[src/rtl/remove_cp_pkg.sv]
// Shared types and defaults for the receive-side cyclic-prefix removal stage.
package remove_cp_pkg;
    localparam int LCP_DEF   = 16;
    localparam int NFFT_DEF  = 48;
    localparam int SAMPLE_W  = 16;
    localparam int SYM_CNT_W = 16;

    typedef enum logic [1:0] {IDLE, SKIP, PASS} state_t;

    // Index width that stays legal for a depth of 1.
    function automatic int idx_w(input int depth);
        return (depth > 1) ? $clog2(depth) : 1;
    endfunction

    // |a-b| of two signed samples, widened to 17 bits so it never overflows.
    function automatic logic [SAMPLE_W:0] abs_diff(input logic [SAMPLE_W-1:0] a,
                                                  input logic [SAMPLE_W-1:0] b);
        logic [SAMPLE_W:0] d;
        d = {a[SAMPLE_W-1], a} - {b[SAMPLE_W-1], b};
        return d[SAMPLE_W] ? (~d + 1'b1) : d;
    endfunction
endpackage

[src/rtl/remove_cp_if.sv]
// Sample stream in, useful-sample stream plus status out.
interface remove_cp_if;
    import remove_cp_pkg::*;

    logic [SAMPLE_W-1:0]  DAT_I_r, DAT_I_i;
    logic                 ACK_I, SYNC_I;
    logic [SAMPLE_W-1:0]  DAT_O_r, DAT_O_i;
    logic                 STB_O, SOF_O, EOF_O, LOCK_O, SYNC_ERR_O, CP_ERR_O;
    logic [SYM_CNT_W-1:0] SYM_CNT_O;

    modport slave (
        input  DAT_I_r, DAT_I_i, ACK_I, SYNC_I,
        output DAT_O_r, DAT_O_i, STB_O, SOF_O, EOF_O, LOCK_O, SYNC_ERR_O, CP_ERR_O, SYM_CNT_O
    );
    modport master (
        output DAT_I_r, DAT_I_i, ACK_I, SYNC_I,
        input  DAT_O_r, DAT_O_i, STB_O, SOF_O, EOF_O, LOCK_O, SYNC_ERR_O, CP_ERR_O, SYM_CNT_O
    );
endinterface

[src/rtl/remove_cp_check.sv]
// Prefix-vs-tail consistency checker: buffers the prefix, compares the symbol tail
// against it within CP_TOL per component and keeps a per-symbol sticky error.
module remove_cp_check
    import remove_cp_pkg::*;
#(
    parameter int LCP    = LCP_DEF,
    parameter int CP_TOL = 0,
    localparam int IW    = idx_w(LCP)
) (
    input  logic                clk,
    input  logic                rst,
    input  logic                clr,
    input  logic                wr_en,
    input  logic [IW-1:0]       wr_idx,
    input  logic                rd_en,
    input  logic [IW-1:0]       rd_idx,
    input  logic [SAMPLE_W-1:0] dat_r,
    input  logic [SAMPLE_W-1:0] dat_i,
    output logic                err
);
    logic [SAMPLE_W-1:0] buf_r [LCP];
    logic [SAMPLE_W-1:0] buf_i [LCP];
    logic                flag;
    logic                mism;

    always_ff @(posedge clk) begin
        if (wr_en) begin
            buf_r[wr_idx] <= dat_r;
            buf_i[wr_idx] <= dat_i;
        end
    end

    assign mism = (abs_diff(dat_r, buf_r[rd_idx]) > (SAMPLE_W+1)'(CP_TOL)) ||
                  (abs_diff(dat_i, buf_i[rd_idx]) > (SAMPLE_W+1)'(CP_TOL));

    always_ff @(posedge clk or posedge rst) begin
        if (rst)        flag <= 1'b0;
        else if (clr)   flag <= 1'b0;
        else if (rd_en) flag <= flag | mism;
    end

    // Includes the sample being compared now so the final tail sample is counted.
    assign err = flag | (rd_en & mism);
endmodule

[src/rtl/remove_cp.sv]
// Cyclic-prefix removal: drops LCP prefix samples, forwards NFFT useful samples with
// SOF/EOF. Define REMOVE_CP_CHECK_EN to enable the prefix consistency check.
module remove_cp
    import remove_cp_pkg::*;
#(
    parameter int LCP    = LCP_DEF,
    parameter int NFFT   = NFFT_DEF,
    parameter int CP_TOL = 0
) (
    input  logic        CLK_I,
    input  logic        RST_I,
    remove_cp_if.slave  bus
);
    localparam int CW = $clog2(NFFT + 1);

    if (LCP < 1 || LCP > NFFT || NFFT < 2 || CP_TOL < 0) begin : g_bad_cfg
        $error("remove_cp: illegal LCP/NFFT/CP_TOL combination");
    end

    state_t               state;
    logic [CW-1:0]        cnt;
    logic [SAMPLE_W-1:0]  dat_r, dat_i;
    logic                 stb, sof, eof, sync_err, cp_err;
    logic [SYM_CNT_W-1:0] sym_cnt;

    logic ack, sync, at_boundary, sync_bad, fwd, last, cp_err_now;

    assign ack         = bus.ACK_I;
    assign sync        = bus.SYNC_I;
    assign at_boundary = (state == SKIP) && (cnt == '0);
    // A SYNC in IDLE is first acquisition, not an error.
    assign sync_bad    = ack && sync && (state != IDLE) && !at_boundary;
    assign fwd         = ack && !sync && (state == PASS);
    assign last        = (cnt == CW'(NFFT - 1));

`ifdef REMOVE_CP_CHECK_EN
    localparam int IW = idx_w(LCP);
    logic          chk_clr, chk_wr, chk_rd;
    logic [IW-1:0] chk_wr_idx, chk_rd_idx;

    assign chk_clr    = ack && (sync || at_boundary);
    assign chk_wr     = ack && (sync || (state == SKIP));
    assign chk_wr_idx = sync ? '0 : IW'(cnt);
    assign chk_rd     = fwd && (cnt >= CW'(NFFT - LCP));
    assign chk_rd_idx = IW'(cnt - CW'(NFFT - LCP));

    remove_cp_check #(.LCP(LCP), .CP_TOL(CP_TOL)) u_check (
        .clk    (CLK_I),
        .rst    (RST_I),
        .clr    (chk_clr),
        .wr_en  (chk_wr),
        .wr_idx (chk_wr_idx),
        .rd_en  (chk_rd),
        .rd_idx (chk_rd_idx),
        .dat_r  (bus.DAT_I_r),
        .dat_i  (bus.DAT_I_i),
        .err    (cp_err_now)
    );
`else
    assign cp_err_now = 1'b0;
`endif

    always_ff @(posedge CLK_I or posedge RST_I) begin
        if (RST_I) begin
            state    <= IDLE;
            cnt      <= '0;
            dat_r    <= '0;
            dat_i    <= '0;
            stb      <= 1'b0;
            sof      <= 1'b0;
            eof      <= 1'b0;
            sync_err <= 1'b0;
            cp_err   <= 1'b0;
            sym_cnt  <= '0;
        end else begin
            stb      <= 1'b0;
            sof      <= 1'b0;
            eof      <= 1'b0;
            cp_err   <= 1'b0;
            sync_err <= sync_bad;
            if (ack) begin
                if (sync) begin
                    // Any accepted SYNC restarts the symbol with this sample as prefix 0.
                    state <= (LCP == 1) ? PASS : SKIP;
                    cnt   <= (LCP == 1) ? '0 : CW'(1);
                end else begin
                    case (state)
                        SKIP: begin
                            if (cnt == CW'(LCP - 1)) begin
                                state <= PASS;
                                cnt   <= '0;
                            end else begin
                                cnt <= cnt + 1'b1;
                            end
                        end
                        PASS: begin
                            stb   <= 1'b1;
                            dat_r <= bus.DAT_I_r;
                            dat_i <= bus.DAT_I_i;
                            sof   <= (cnt == '0);
                            eof   <= last;
                            if (last) begin
                                cp_err  <= cp_err_now;
                                sym_cnt <= sym_cnt + 1'b1;
                                state   <= SKIP;
                                cnt     <= '0;
                            end else begin
                                cnt <= cnt + 1'b1;
                            end
                        end
                        default: ;
                    endcase
                end
            end
        end
    end

    assign bus.DAT_O_r    = dat_r;
    assign bus.DAT_O_i    = dat_i;
    assign bus.STB_O      = stb;
    assign bus.SOF_O      = sof;
    assign bus.EOF_O      = eof;
    assign bus.LOCK_O     = (state != IDLE);
    assign bus.SYNC_ERR_O = sync_err;
    assign bus.CP_ERR_O   = cp_err;
    assign bus.SYM_CNT_O  = sym_cnt;
endmodule

[src/flat_wrapper.sv]
// flat-port wrapper written by rule: the top's interface ports become plain ports
module remove_cp_flat import remove_cp_pkg::*;
#(
    parameter int LCP    = LCP_DEF,
    parameter int NFFT   = NFFT_DEF,
    parameter int CP_TOL = 0
)
  (CLK_I, RST_I, bus_DAT_I_r, bus_DAT_I_i, bus_ACK_I, bus_SYNC_I, bus_DAT_O_r, bus_DAT_O_i, bus_STB_O, bus_SOF_O, bus_EOF_O, bus_LOCK_O, bus_SYNC_ERR_O, bus_CP_ERR_O, bus_SYM_CNT_O);
  remove_cp_if bus_i ();
  input  logic CLK_I;
  input  logic RST_I;
  input wire logic [$bits(bus_i.DAT_I_r)-1:0] bus_DAT_I_r;
  input wire logic [$bits(bus_i.DAT_I_i)-1:0] bus_DAT_I_i;
  input wire logic [$bits(bus_i.ACK_I)-1:0] bus_ACK_I;
  input wire logic [$bits(bus_i.SYNC_I)-1:0] bus_SYNC_I;
  output wire logic [$bits(bus_i.DAT_O_r)-1:0] bus_DAT_O_r;
  output wire logic [$bits(bus_i.DAT_O_i)-1:0] bus_DAT_O_i;
  output wire logic [$bits(bus_i.STB_O)-1:0] bus_STB_O;
  output wire logic [$bits(bus_i.SOF_O)-1:0] bus_SOF_O;
  output wire logic [$bits(bus_i.EOF_O)-1:0] bus_EOF_O;
  output wire logic [$bits(bus_i.LOCK_O)-1:0] bus_LOCK_O;
  output wire logic [$bits(bus_i.SYNC_ERR_O)-1:0] bus_SYNC_ERR_O;
  output wire logic [$bits(bus_i.CP_ERR_O)-1:0] bus_CP_ERR_O;
  output wire logic [$bits(bus_i.SYM_CNT_O)-1:0] bus_SYM_CNT_O;
  assign bus_i.DAT_I_r = bus_DAT_I_r;
  assign bus_i.DAT_I_i = bus_DAT_I_i;
  assign bus_i.ACK_I = bus_ACK_I;
  assign bus_i.SYNC_I = bus_SYNC_I;
  assign bus_DAT_O_r = bus_i.DAT_O_r;
  assign bus_DAT_O_i = bus_i.DAT_O_i;
  assign bus_STB_O = bus_i.STB_O;
  assign bus_SOF_O = bus_i.SOF_O;
  assign bus_EOF_O = bus_i.EOF_O;
  assign bus_LOCK_O = bus_i.LOCK_O;
  assign bus_SYNC_ERR_O = bus_i.SYNC_ERR_O;
  assign bus_CP_ERR_O = bus_i.CP_ERR_O;
  assign bus_SYM_CNT_O = bus_i.SYM_CNT_O;
  remove_cp #(.LCP(LCP), .NFFT(NFFT), .CP_TOL(CP_TOL)) u_core (.CLK_I(CLK_I), .RST_I(RST_I), .bus(bus_i));
endmodule
[config.mk]
export PLATFORM = sky130hd
export DESIGN_NAME = remove_cp_flat
export DESIGN_NICKNAME = d
export VERILOG_FILES = /design/src/rtl/remove_cp_pkg.sv /design/src/rtl/remove_cp_if.sv /design/src/rtl/remove_cp_check.sv /design/src/rtl/remove_cp.sv /design/src/flat_wrapper.sv
export SDC_FILE = /design/constraint.sdc
export NUM_CORES = 1
export LEC_CHECK = 0
export ABC_CLOCK_PERIOD_IN_PS = 3300
export BUFFER_PORTS_ARGS = -buffer_cell sky130_fd_sc_hd__buf_2
export CAP_MARGIN = 20
export CORE_MARGIN = 2
export CORE_UTILIZATION = 40
export DETAILED_ROUTE_END_ITERATION = 6
export HOLD_SLACK_MARGIN = 0.08
export PLACE_DENSITY = 0.74
export SLEW_MARGIN = 10
export SYNTH_ARGS = -nofsm -noshare
export SYNTH_HDL_FRONTEND = slang
export SYNTH_HIERARCHICAL = 1
export SYNTH_SLANG_ARGS = --single-unit
[constraint.sdc]
create_clock -name CLK_I -period 3.3 [get_ports CLK_I]
set_input_delay 0.165 -clock CLK_I [delete_from_list [all_inputs] [get_ports CLK_I]]
set_output_delay 0.165 -clock CLK_I [all_outputs]
set_load 0.01 [all_outputs]
==> results.json, run 1 <==
{
  "status": "completed",
  "cap_violations": 0,
  "cts_sinks": 60,
  "synth_area_sq_um": 2600,
  "htree_levels": 3,
  "area_growth_syn_to_layout_pct": 38.1,
  "crit_type": "flop to flop",
  "ys_warn_count": 6,
  "clock_skew_ns": 0.00887,
  "tritoncts": "yes",
  "ant_nets": 0,
  "p_seq_share_pct": 48.2,
  "drv_slew": 0,
  "grtUsageTotal_pct": 16.1,
  "fin_tns_setup_ns": 0,
  "p_switching_uw": 548,
  "vias": 2011,
  "dp_slack_ns": 1.29,
  "critPathMaxFanout": 19,
  "syn_nets": 245,
  "power_frac_clock_pct": 29.5,
  "finalCritPeriodShare_pct": 61.4,
  "port_buffers": 88,
  "core_area_sq_um": 6310,
  "drive_above_1_share_pct": 43.5,
  "gpl.final_weighted_congestion": 0.733,
  "die_w_microns": 84.7,
  "relSlewSlack_pct": 52.3,
  "avgSynthCellArea_sq_um": 12.6,
  "cts_setup_buffers": 0,
  "grt_pass1_wl_microns": 8980,
  "power.density_nw_per_um2": 544,
  "max_stage_delay_ns": 0.67,
  "grt_pass1_vias": 2062,
  "hp-class": "input port to flop",
  "worstMarginPinSlew_ns": 0.714,
  "setup_violations": 0,
  "dr.pass1.iters": 4,
  "cp.arrival_ns": 2.22,
  "ios": 90,
  "die-area_sq_um": 7170,
  "cts_inserted_buffers": 9,
  "yosysUniqueCellTypes": 39,
  "fp.dieH_microns": 84.7,
  "wl_per_cell_microns": 13.1,
  "via_per_inst": 4.93,
  "drt-total-wl_microns": 5350,
  "ys_ff_latch": 60,
  "synth_edf_count": 0,
  "swShare_pct": 28.0,
  "grt_max_degree": 36,
  "fmax_mhz": 494,
  "clk_latency_ns": 0.33,
  "crit_required_ns": 3.50,
  "rows": 29,
  "rsz0062_at_grt": "no",
  "syn_inst": 206,
  "internal_power_mw": 1.41,
  "p_leak_nw": 1.76,
  "yosysSeqAreaShare_pct": 57.7,
  "dpl.hpwl_microns": 3520,
  "fin_nets": 366,
  "root_buffer": "clkbuf_8",
  "cts.clk_slew.worst_paths_ns": 0.06,
  "dp_cells": 360,
  "antenna_found_initial": 0,
  "grt-ovfl-total": 0,
  "ir_drop_v": 0.000316,
  "drc": 0,
  "hold_viol_final": 0,
  "fin_cells": 408,
  "ys.flop_type": "dfrtp_1",
  "start_kind": "flop",
  "n_antenna_cell": 0,
  "end_kind": "flop",
  "synthArstFlopShare_pct": 100,
  "crit_slowest_cell": "and4bb_2",
  "period_needed_ns": 2.02,
  "clockBufferDepth": 2,
  "power_frac_comb_pct": 22.3,
  "drt_iter0_drc": 94,
  "crit_chain": "and4bb_2 -> buf_4 -> mux2_2",
  "start_util_pct": 41.2,
  "setup_slack_ns": 1.28
}
per-layer routing:
layer / wire length, microns / vias up / GRT usage (%)
met3: 259 / 9 / 4.72
met2: 2700 / 59 / 27.3
met5: 0 / - / 0
met1: 2270 / 986 / 18.1
li1: - / 957 / -
met4: 114 / 0 / 8.51
power by group through the flow:
stage | registers (mW) | logic, mW | clock network (mW)
floorplan | 1.00 | 0.187 | 0
global placement | 0.947 | 0.398 | 0
detailed placement | 0.955 | 0.409 | 0
CTS | 0.942 | 0.439 | 0.605
global route | 0.961 | 0.474 | 0.632
finish | 0.943 | 0.436 | 0.576
area by class of cell:
class	count	area [sq um]
clock buffer	11	151
clock inverter	4	25.0
fill	523	2720
inverter	5	18.8
multi-input combinational	128	1010
sequential	60	1500
tap	77	96.3
timing repair buffer	123	786
worst max-delay path: cells and delay by family (launching register included):
family	cells	cell delay [ns]
buf+inv	1	0.36
mux	1	0.39
simple gates	1	0.67
flops	1	0.48
per-stage QoR:
stage | area (sq um) | util [%] | power [mW] | hold WS, ns
final | 3590 | 56.9 | 1.95 | 0.181
after global routing | 3590 | 56.9 | 2.07 | 0.190
after CTS | 3590 | 56.9 | 1.98 | 0.150
after detailed placement | 3090 | 48.9 | 1.36 | 0.342
after global placement | 3090 | 48.9 | 1.35 | 0.330
after floorplan | 2600 | - | 1.19 | 0.317
cell families after synthesis:
kind of cell,Yosys count,synth area share (%)
AOI/OAI and AO/OA,23,5.43
xor gates and xnor gates,19,6.68
adders and majority gates,3,1.44
buffers and inverters,18,3.32
DFF,60,57.7
muxes,33,14.4
other,1,0.144
and+or+nand+nor,49,10.9
registers in the layout, indices dropped and copies added (netlist names), 2 cells and up:
register	cells
u_core/bus.DAT_O_i	16
u_core/bus.SYM_CNT_O	16
u_core/bus.DAT_O_r	16
u_core/state	2
u_core/cnt	6
worst paths after layout:
check	start	end	slack [ns]	cells past startpoint
worst max-delay path	u_core/state[0]$_DFFE_PP0P_	u_core/bus.DAT_O_i[10]$_DFFE_PP0P_	1.28	3
worst min-delay path	bus_SYNC_I	u_core/bus.SYNC_ERR_O$_DFF_PP0_	0.18	3
worst max register to register	u_core/state[0]$_DFFE_PP0P_	u_core/bus.DAT_O_i[10]$_DFFE_PP0P_	1.28	3
worst min register to register	u_core/bus.SYM_CNT_O[10]$_DFFE_PP0P_	u_core/bus.SYM_CNT_O[10]$_DFFE_PP0P_	0.49	1
max in group asynchronous	RST_I	u_core/bus.DAT_O_i[14]$_DFFE_PP0P_	2.00	4
min in group asynchronous	RST_I	u_core/bus.DAT_O_r[12]$_DFFE_PP0P_	0.50	3
cells in the mapped netlist, types with 3 or more instances:
cell type	number	area share (%)
buf_2	6	1.2
ha_1	3	1.4
buf_4	3	0.87
mux2_2	32	14
nand4_1	4	0.96
and3_1	5	1.2
dfrtp_1	60	58
and4_1	3	1.0
xnor2_1	12	4.0
xor2_1	6	2.0
inv_1	5	0.72
clkbuf_1	4	0.58
o21ai_0	10	1.9
nor2_1	10	1.4
nand3_1	4	0.77
a21oi_1	4	0.77
nand2_1	10	1.4
what timing repair did:
item / in CTS / in global routing
endpoints found under the hold margin: 66 / 0
hold buffers: 33 / 0
resized for setup: 0 / 0
cells in the final DEF (no fill, tap or decap), drive strengths merged, types with 3 or more instances in the layout:
cell and instances:
a21oi 4, and3 5, and4 3, buf 90, clkbuf 11, dfrtp 60
dlygate4sd3 33, ha 3, inv 5, mux2 33, nand2 10, nand3 4
nand4 4, nor2 10, o21ai 10, xnor2 13, xor2 6
(Power assumes the default switching activity.)
==> run 2, diff against run 1 <==
--- a/config.mk
+++ b/config.mk
@@ -5,14 +5,14 @@
 export SDC_FILE = /design/constraint.sdc
 export NUM_CORES = 1
 export LEC_CHECK = 0
-export ABC_CLOCK_PERIOD_IN_PS = 3300
+export ABC_CLOCK_PERIOD_IN_PS = 1700
 export BUFFER_PORTS_ARGS = -buffer_cell sky130_fd_sc_hd__buf_2
 export CAP_MARGIN = 20
 export CORE_MARGIN = 2
 export CORE_UTILIZATION = 40
 export DETAILED_ROUTE_END_ITERATION = 6
 export HOLD_SLACK_MARGIN = 0.08
-export PLACE_DENSITY = 0.74
+export PLACE_DENSITY = 0.77
 export SLEW_MARGIN = 10
 export SYNTH_ARGS = -nofsm -noshare
 export SYNTH_HDL_FRONTEND = slang
==> constraint.sdc (replaced) <==
create_clock -name CLK_I -period 1.7 [get_ports CLK_I]
set_input_delay 0.085 -clock CLK_I [delete_from_list [all_inputs] [get_ports CLK_I]]
set_output_delay 0.085 -clock CLK_I [all_outputs]
set_load 0.01 [all_outputs]
==> run 2 against run 1 <==
Setup slack worse by 1.2 ns. Final area rose by 4.0%. Clock power rose to 2.6 times the previous value. Sequential power grew 92%. Utilization is 2.3 points higher. First-iteration DRC count fell by 5.3%. Sequential share of layout area fell by 1.6 points. Critical path depth increased by 1. Clock-buffer cell count increased by 1. Clock skew grew 0.00057 ns. Flip-flop and latch count unchanged. Critical endpoint is now u_core/bus.SYM_CNT_O[1]$_DFFE_PP0P_. Largest power group unchanged.
==> results.json, run 2 (synthesized netlist as in run 1, its figures left out) <==
{
  "fp.dieH_microns": 84.7,
  "p_switching_mw": 1.07,
  "fin_tns_setup_ns": 0,
  "total_power_mw": 4.18,
  "power_frac_comb_pct": 21.7,
  "start_util_pct": 41.2,
  "grt_max_degree": 37,
  "die-area_sq_um": 7170,
  "cts_sinks": 60,
  "fin_nets": 373,
  "dpl.hpwl_microns": 3590,
  "grtUsageTotal_pct": 16.4,
  "cts_inserted_buffers": 9,
  "crit_type": "flop to flop",
  "area_growth_syn_to_layout_pct": 43.6,
  "status": "completed",
  "wl_per_cell_microns": 13.3,
  "relSlewSlack_pct": 63.7,
  "setup_violations": 0,
  "ant_nets": 0,
  "grt_pass1_vias": 2012,
  "p_seq_share_pct": 43.2,
  "via_per_inst": 4.82,
  "power_frac_clock_pct": 35.1,
  "drive_above_1_share_pct": 45.7,
  "core_area_sq_um": 6310,
  "hold_viol_final": 0,
  "root_buffer": "clkbuf_8",
  "clock_skew_ns": 0.00943,
  "hp-class": "input port to flop",
  "antenna_found_initial": 0,
  "rsz0062_at_grt": "no",
  "place_area_sq_um": 3160,
  "max_stage_delay_ns": 0.40,
  "start_kind": "flop",
  "final_cell_mix": "buf_2 (88), dfrtp_1 (60), dlygate4sd3_1 (33)",
  "critPathMaxFanout": 6,
  "ios": 90,
  "power.density_nw_per_um2": 1120,
  "drt_iter0_drc": 89,
  "drc": 0,
  "finalCritPeriodShare_pct": 94.1,
  "p_leak_nw": 1.84,
  "clk_latency_ns": 0.33,
  "cts_setup_buffers": 0,
  "swShare_pct": 25.6,
  "cap_violations": 0,
  "layout_commonest_cell": "buf_2",
  "crit_chain": "ha_1 -> and4b_2 -> and3_1 -> mux2_4",
  "fill_cells": 536,
  "htree_levels": 3,
  "n_antenna_cell": 0,
  "end_kind": "flop",
  "ir_drop_v": 0.000695,
  "worstMarginPinSlew_ns": 0.544,
  "drv_slew": 0,
  "hold_ws_ns": 0.171,
  "grt_pass1_wl_microns": 9270,
  "rows": 29,
  "vias": 2007,
  "dr.pass1.iters": 5,
  "finalInstanceArea_sq_um": 3740,
  "tritoncts": "yes",
  "drt-total-wl_microns": 5520,
  "port_buffers": 88,
  "fmax_mhz": 625,
  "gpl.final_weighted_congestion": 0.829,
  "crit_required_ns": 1.91,
  "cts.clk_slew.worst_paths_ns": 0.06,
  "cp.arrival_ns": 1.81,
  "grt-ovfl-total": 0,
  "crit_slowest_cell": "dfrtp_1",
  "die_w_microns": 84.7,
  "clockBufferDepth": 2,
  "internal_power_mw": 3.11,
  "period_needed_ns": 1.60
}
==> run 2: final cells by class <==
| type | instances | area, sq um | share of cell area [%] |
|---|---|---|---|
| Sequential cell | 60 | 1500 | 40.2 |
| Clock buffer | 12 | 165 | 4.42 |
| Tap cell | 77 | 96.3 | 2.58 |
| Timing Repair Buffer | 130 | 863 | 23.1 |
| Clock inverter | 4 | 70.1 | 1.88 |
| Multi-Input combinational cell | 128 | 1020 | 27.3 |
| Inverter | 5 | 18.8 | 0.502 |
==> run 2: metrics by stage <==
step                setup slack (ns)  cells  util [%]
global route                  0.0252    416      59.2
global placement               0.120    367      50.1
CTS                           0.0294    416      59.1
floorplan                      0.111    206         -
finish                         0.100    416      59.2
detailed placement            0.0298    367      50.1
==> run 2: final timing paths <==
kind	start	slack [ns]	cells past startpoint	endpoint
setup / recovery	u_core/cnt[1]$_DFFE_PP0P_	0.10	4	u_core/bus.SYM_CNT_O[1]$_DFFE_PP0P_
hold / removal	bus_ACK_I	0.17	3	u_core/state[1]$_DFFE_PP0P_
setup reg to reg	u_core/cnt[1]$_DFFE_PP0P_	0.10	4	u_core/bus.SYM_CNT_O[1]$_DFFE_PP0P_
hold reg to reg	u_core/bus.SYM_CNT_O[8]$_DFFE_PP0P_	0.49	1	u_core/bus.SYM_CNT_O[8]$_DFFE_PP0P_
max in group asynchronous	RST_I	0.78	4	u_core/cnt[4]$_DFFE_PP0P_
min in group asynchronous	RST_I	0.34	3	u_core/bus.DAT_O_i[8]$_DFFE_PP0P_
==> run 2: critical path, delay by kind of cell, from the launching register on <==
| family | cells | cell delay, ns |
|---|---|---|
| adder cells (fa/ha/maj) | 1 | 0.19 |
| flip-flops | 1 | 0.40 |
| multiplexers | 1 | 0.31 |
| AND/OR/NAND/NOR | 2 | 0.58 |
==> run 2: repair_timing <==
action / CTS / global route
hold buffers: 33 / 0
gates resized for setup: 0 / 5
endpoints found under the hold margin: 56 / 0
endpoints found under the setup margin: 0 / 13
==> run 2: power groups by stage <==
stage	Sequential [mW]	Combinational [mW]	Clock (mW)
6_report	1.81	0.905	1.47
4_1_cts	1.80	0.913	1.52
3_5_place_dp	1.83	0.854	0
2_1_floorplan	1.94	0.362	0
5_1_grt	1.85	0.992	1.58
3_3_place_gp	1.81	0.832	0
==> run 2: metal layers <==
layer / track usage, % / share of wire, %
met3: 3.83 / 4.6
met1: 20.1 / 42
met4: 6.93 / 1.2
met2: 27.8 / 52
met5: 0 / 0
==> run 3, diff against run 2 <==
--- a/config.mk
+++ b/config.mk
@@ -5,14 +5,16 @@
 export SDC_FILE = /design/constraint.sdc
 export NUM_CORES = 1
 export LEC_CHECK = 0
-export ABC_CLOCK_PERIOD_IN_PS = 1700
+export ABC_CLOCK_PERIOD_IN_PS = 1600
 export BUFFER_PORTS_ARGS = -buffer_cell sky130_fd_sc_hd__buf_2
 export CAP_MARGIN = 20
+export CELL_PAD_IN_SITES_DETAIL_PLACEMENT = 0
+export CELL_PAD_IN_SITES_GLOBAL_PLACEMENT = 1
 export CORE_MARGIN = 2
-export CORE_UTILIZATION = 40
+export CORE_UTILIZATION = 38
 export DETAILED_ROUTE_END_ITERATION = 6
 export HOLD_SLACK_MARGIN = 0.08
-export PLACE_DENSITY = 0.77
+export PLACE_DENSITY = 0.86
 export SLEW_MARGIN = 10
 export SYNTH_ARGS = -nofsm -noshare
 export SYNTH_HDL_FRONTEND = slang
==> constraint.sdc (replaced) <==
create_clock -name CLK_I -period 1.6 [get_ports CLK_I]
set_input_delay 0.08 -clock CLK_I [delete_from_list [all_inputs] [get_ports CLK_I]]
set_output_delay 0.08 -clock CLK_I [all_outputs]
set_load 0.01 [all_outputs]
==> run 3 against run 2 <==
Highest routed layer unchanged. Global-route usage shrank 0.26 points. Largest power group unchanged. Combinational power grew 8.1%. Via count grew 0.65%. Sequential share of layout area grew 0.14 points. Final area shrank 0.33%. First-iteration DRC count shrank 40%. Utilization shrank 3.8 points. Cell count grew 2.2%. Total power shrank 0.16%. Die area grew 5.0%.
==> results.json, run 3 (synthesized netlist as in run 1, its figures left out) <==
{
  "place_area_sq_um": 3200,
  "rows": 30,
  "drv_slew": 0,
  "status": "completed",
  "clockBufferDepth": 2,
  "final_cell_mix": "buf_2 (88), dfrtp_1 (60), dlygate4sd3_1 (33)",
  "fin_nets": 379,
  "wl_per_cell_microns": 13.3,
  "hold_start": "bus_ACK_I",
  "area_growth_syn_to_layout_pct": 43.1,
  "layout_commonest_cell": "buf_2",
  "cts.clk_slew.worst_paths_ns": 0.06,
  "fmax_mhz": 643,
  "via_per_inst": 4.75,
  "power.density_nw_per_um2": 1120,
  "setup_violations": 0,
  "crit-reg2reg-capture": "u_core/bus.DAT_O_i[0]$_DFFE_PP0P_",
  "hold_viol_final": 0,
  "fin_cells": 425,
  "rr_startpoint": "u_core/state[0]$_DFFE_PP0P_",
  "drive_above_1_share_pct": 45.8,
  "critical-path-top-delay-family": "simple AND/OR/NAND/NOR gates",
  "grt_pass1_vias": 2080,
  "grtUsageTotal_pct": 16.2,
  "hp-class": "input port to flop",
  "die_w_microns": 86.8,
  "ant_nets": 0,
  "drt_iter0_drc": 53,
  "cp.arrival_ns": 1.77,
  "ios": 90,
  "cts_setup_buffers": 0,
  "root_buffer": "clkbuf_8",
  "grt_pass1_wl_microns": 9220,
  "gpl.final_weighted_congestion": 0.831,
  "reg2reg_slack_ns": 0.05,
  "cts_sinks": 60,
  "fin_tns_setup_ns": 0,
  "die-area_sq_um": 7530,
  "crit_slowest_cell": "and4bb_2",
  "dr.pass1.iters": 4,
  "clk_latency_ns": 0.34,
  "crit_type": "flop to flop",
  "finalCritPeriodShare_pct": 97.1,
  "fp.dieH_microns": 86.8,
  "htree_levels": 3,
  "worstMarginPinSlew_ns": 0.551,
  "n_antenna_cell": 0,
  "period_needed_ns": 1.55,
  "rsz0062_at_grt": "yes",
  "dp_cells": 376,
  "hold_path_depth": 3,
  "total_power_mw": 4.17,
  "tritoncts": "yes",
  "core_area_sq_um": 6720,
  "drt-total-wl_microns": 5660,
  "clock_skew_ns": 0.0121,
  "path_buf_inv": 1,
  "port_buffers": 88,
  "max_stage_delay_ns": 0.39,
  "grt_max_degree": 28,
  "crit_required_ns": 1.81,
  "p_leak_nw": 1.84,
  "vias": 2020,
  "min_to": "u_core/state[1]$_DFFE_PP0P_",
  "start_util_pct": 38.7,
  "drc": 0,
  "cap_violations": 0,
  "ir_drop_v": 0.000522,
  "finalInstanceArea_sq_um": 3720,
  "fill_cells": 576,
  "antenna_found_initial": 0,
  "dpl.hpwl_microns": 3710,
  "start_kind": "flop",
  "end_kind": "flop",
  "grt-ovfl-total": 0,
  "cts_inserted_buffers": 9,
  "critPathMaxFanout": 18,
  "crit_chain": "and4bb_2 -> buf_4 -> mux2_2",
  "worstRegToRegCells": 3,
  "relSlewSlack_pct": 63.2
}
==> run 3: cell types whose count changed in the layout (fill, tap and decap cells not counted), moves of 2 or more <==
cell	before	now
and4_4	2	0
buf_4	7	14
clkbuf_8	12	9
clkbuf_1	0	2
==> run 3: tightest hold or removal path, cell delays in order <==
cell and delay, ns:
buf_2 0.09, buf_4 0.17, o22ai_1 0.09
==> run 3: worst max path at each step <==
stage                                start                                   end  slack (ns)  cells past startpoint
2_1_floorplan    u_core/cnt[0]$_DFFE_PP0P_   u_core/bus.SYM_CNT_O[7]$_DFFE_PP0P_        0.01                      6
5_1_grt        u_core/state[0]$_DFFE_PP0P_     u_core/bus.DAT_O_i[1]$_DFFE_PP0P_       -0.01                      3
6_report       u_core/state[0]$_DFFE_PP0P_     u_core/bus.DAT_O_i[0]$_DFFE_PP0P_        0.05                      3
3_3_place_gp     u_core/cnt[0]$_DFFE_PP0P_             u_core/cnt[0]$_DFFE_PP0P_         0.1                      6
4_1_cts        u_core/state[0]$_DFFE_PP0P_     u_core/bus.DAT_O_i[0]$_DFFE_PP0P_        0.05                      3
3_5_place_dp   u_core/state[0]$_DFFE_PP0P_  u_core/bus.SYM_CNT_O[13]$_DFFE_PP0P_        0.05                      4
==> run 3: power breakdown <==
group	leakage [nW]	internal, mW	switching [mW]
clock	0.0931	0.711	0.566
sequential	0.755	1.78	0.136
combinational	0.989	0.533	0.445
total	1.84	3.03	1.15
==> run 3: layout make-up <==
cell class / count / area [sq um] / share of cell area [%]
timing repair buffer: 136 / 896 / 24.1
multi-input combinational: 128 / 1020 / 27.5
clock buffer: 11 / 131 / 3.53
tap: 80 / 100 / 2.69
clock inverter: 5 / 52.6 / 1.41
sequential: 60 / 1500 / 40.3
inverter: 5 / 18.8 / 0.504
==> run 3: metrics by stage <==
stage	setup slack, ns	hold WS, ns	utilization (%)
finish	0.0458	0.140	55.4
floorplan	0.0109	0.232	-
global route	-0.0121	0.145	55.4
global placement	0.0959	0.163	47.6
detailed placement	0.0535	0.166	47.6
CTS	0.0452	0.118	55.3
==> run 3: timing repair <==
| item | CTS | global route |
|---|---|---|
| setup endpoints to repair | 0 | 14 |
| hold buffers | 33 | 0 |
| gates resized for setup | 0 | 3 |
| endpoints found under the hold margin | 56 | 0 |
==> run 3: metal layers <==
layer	GRT usage (%)	share of wire, %	routed length, microns	vias to the layer above
met2	28.7	51	2900	55
met3	3.90	4.6	259	10
met4	8.52	2.1	119	0
met1	17.8	42	2380	974
met5	0	0	0	-
li1	-	-	-	981
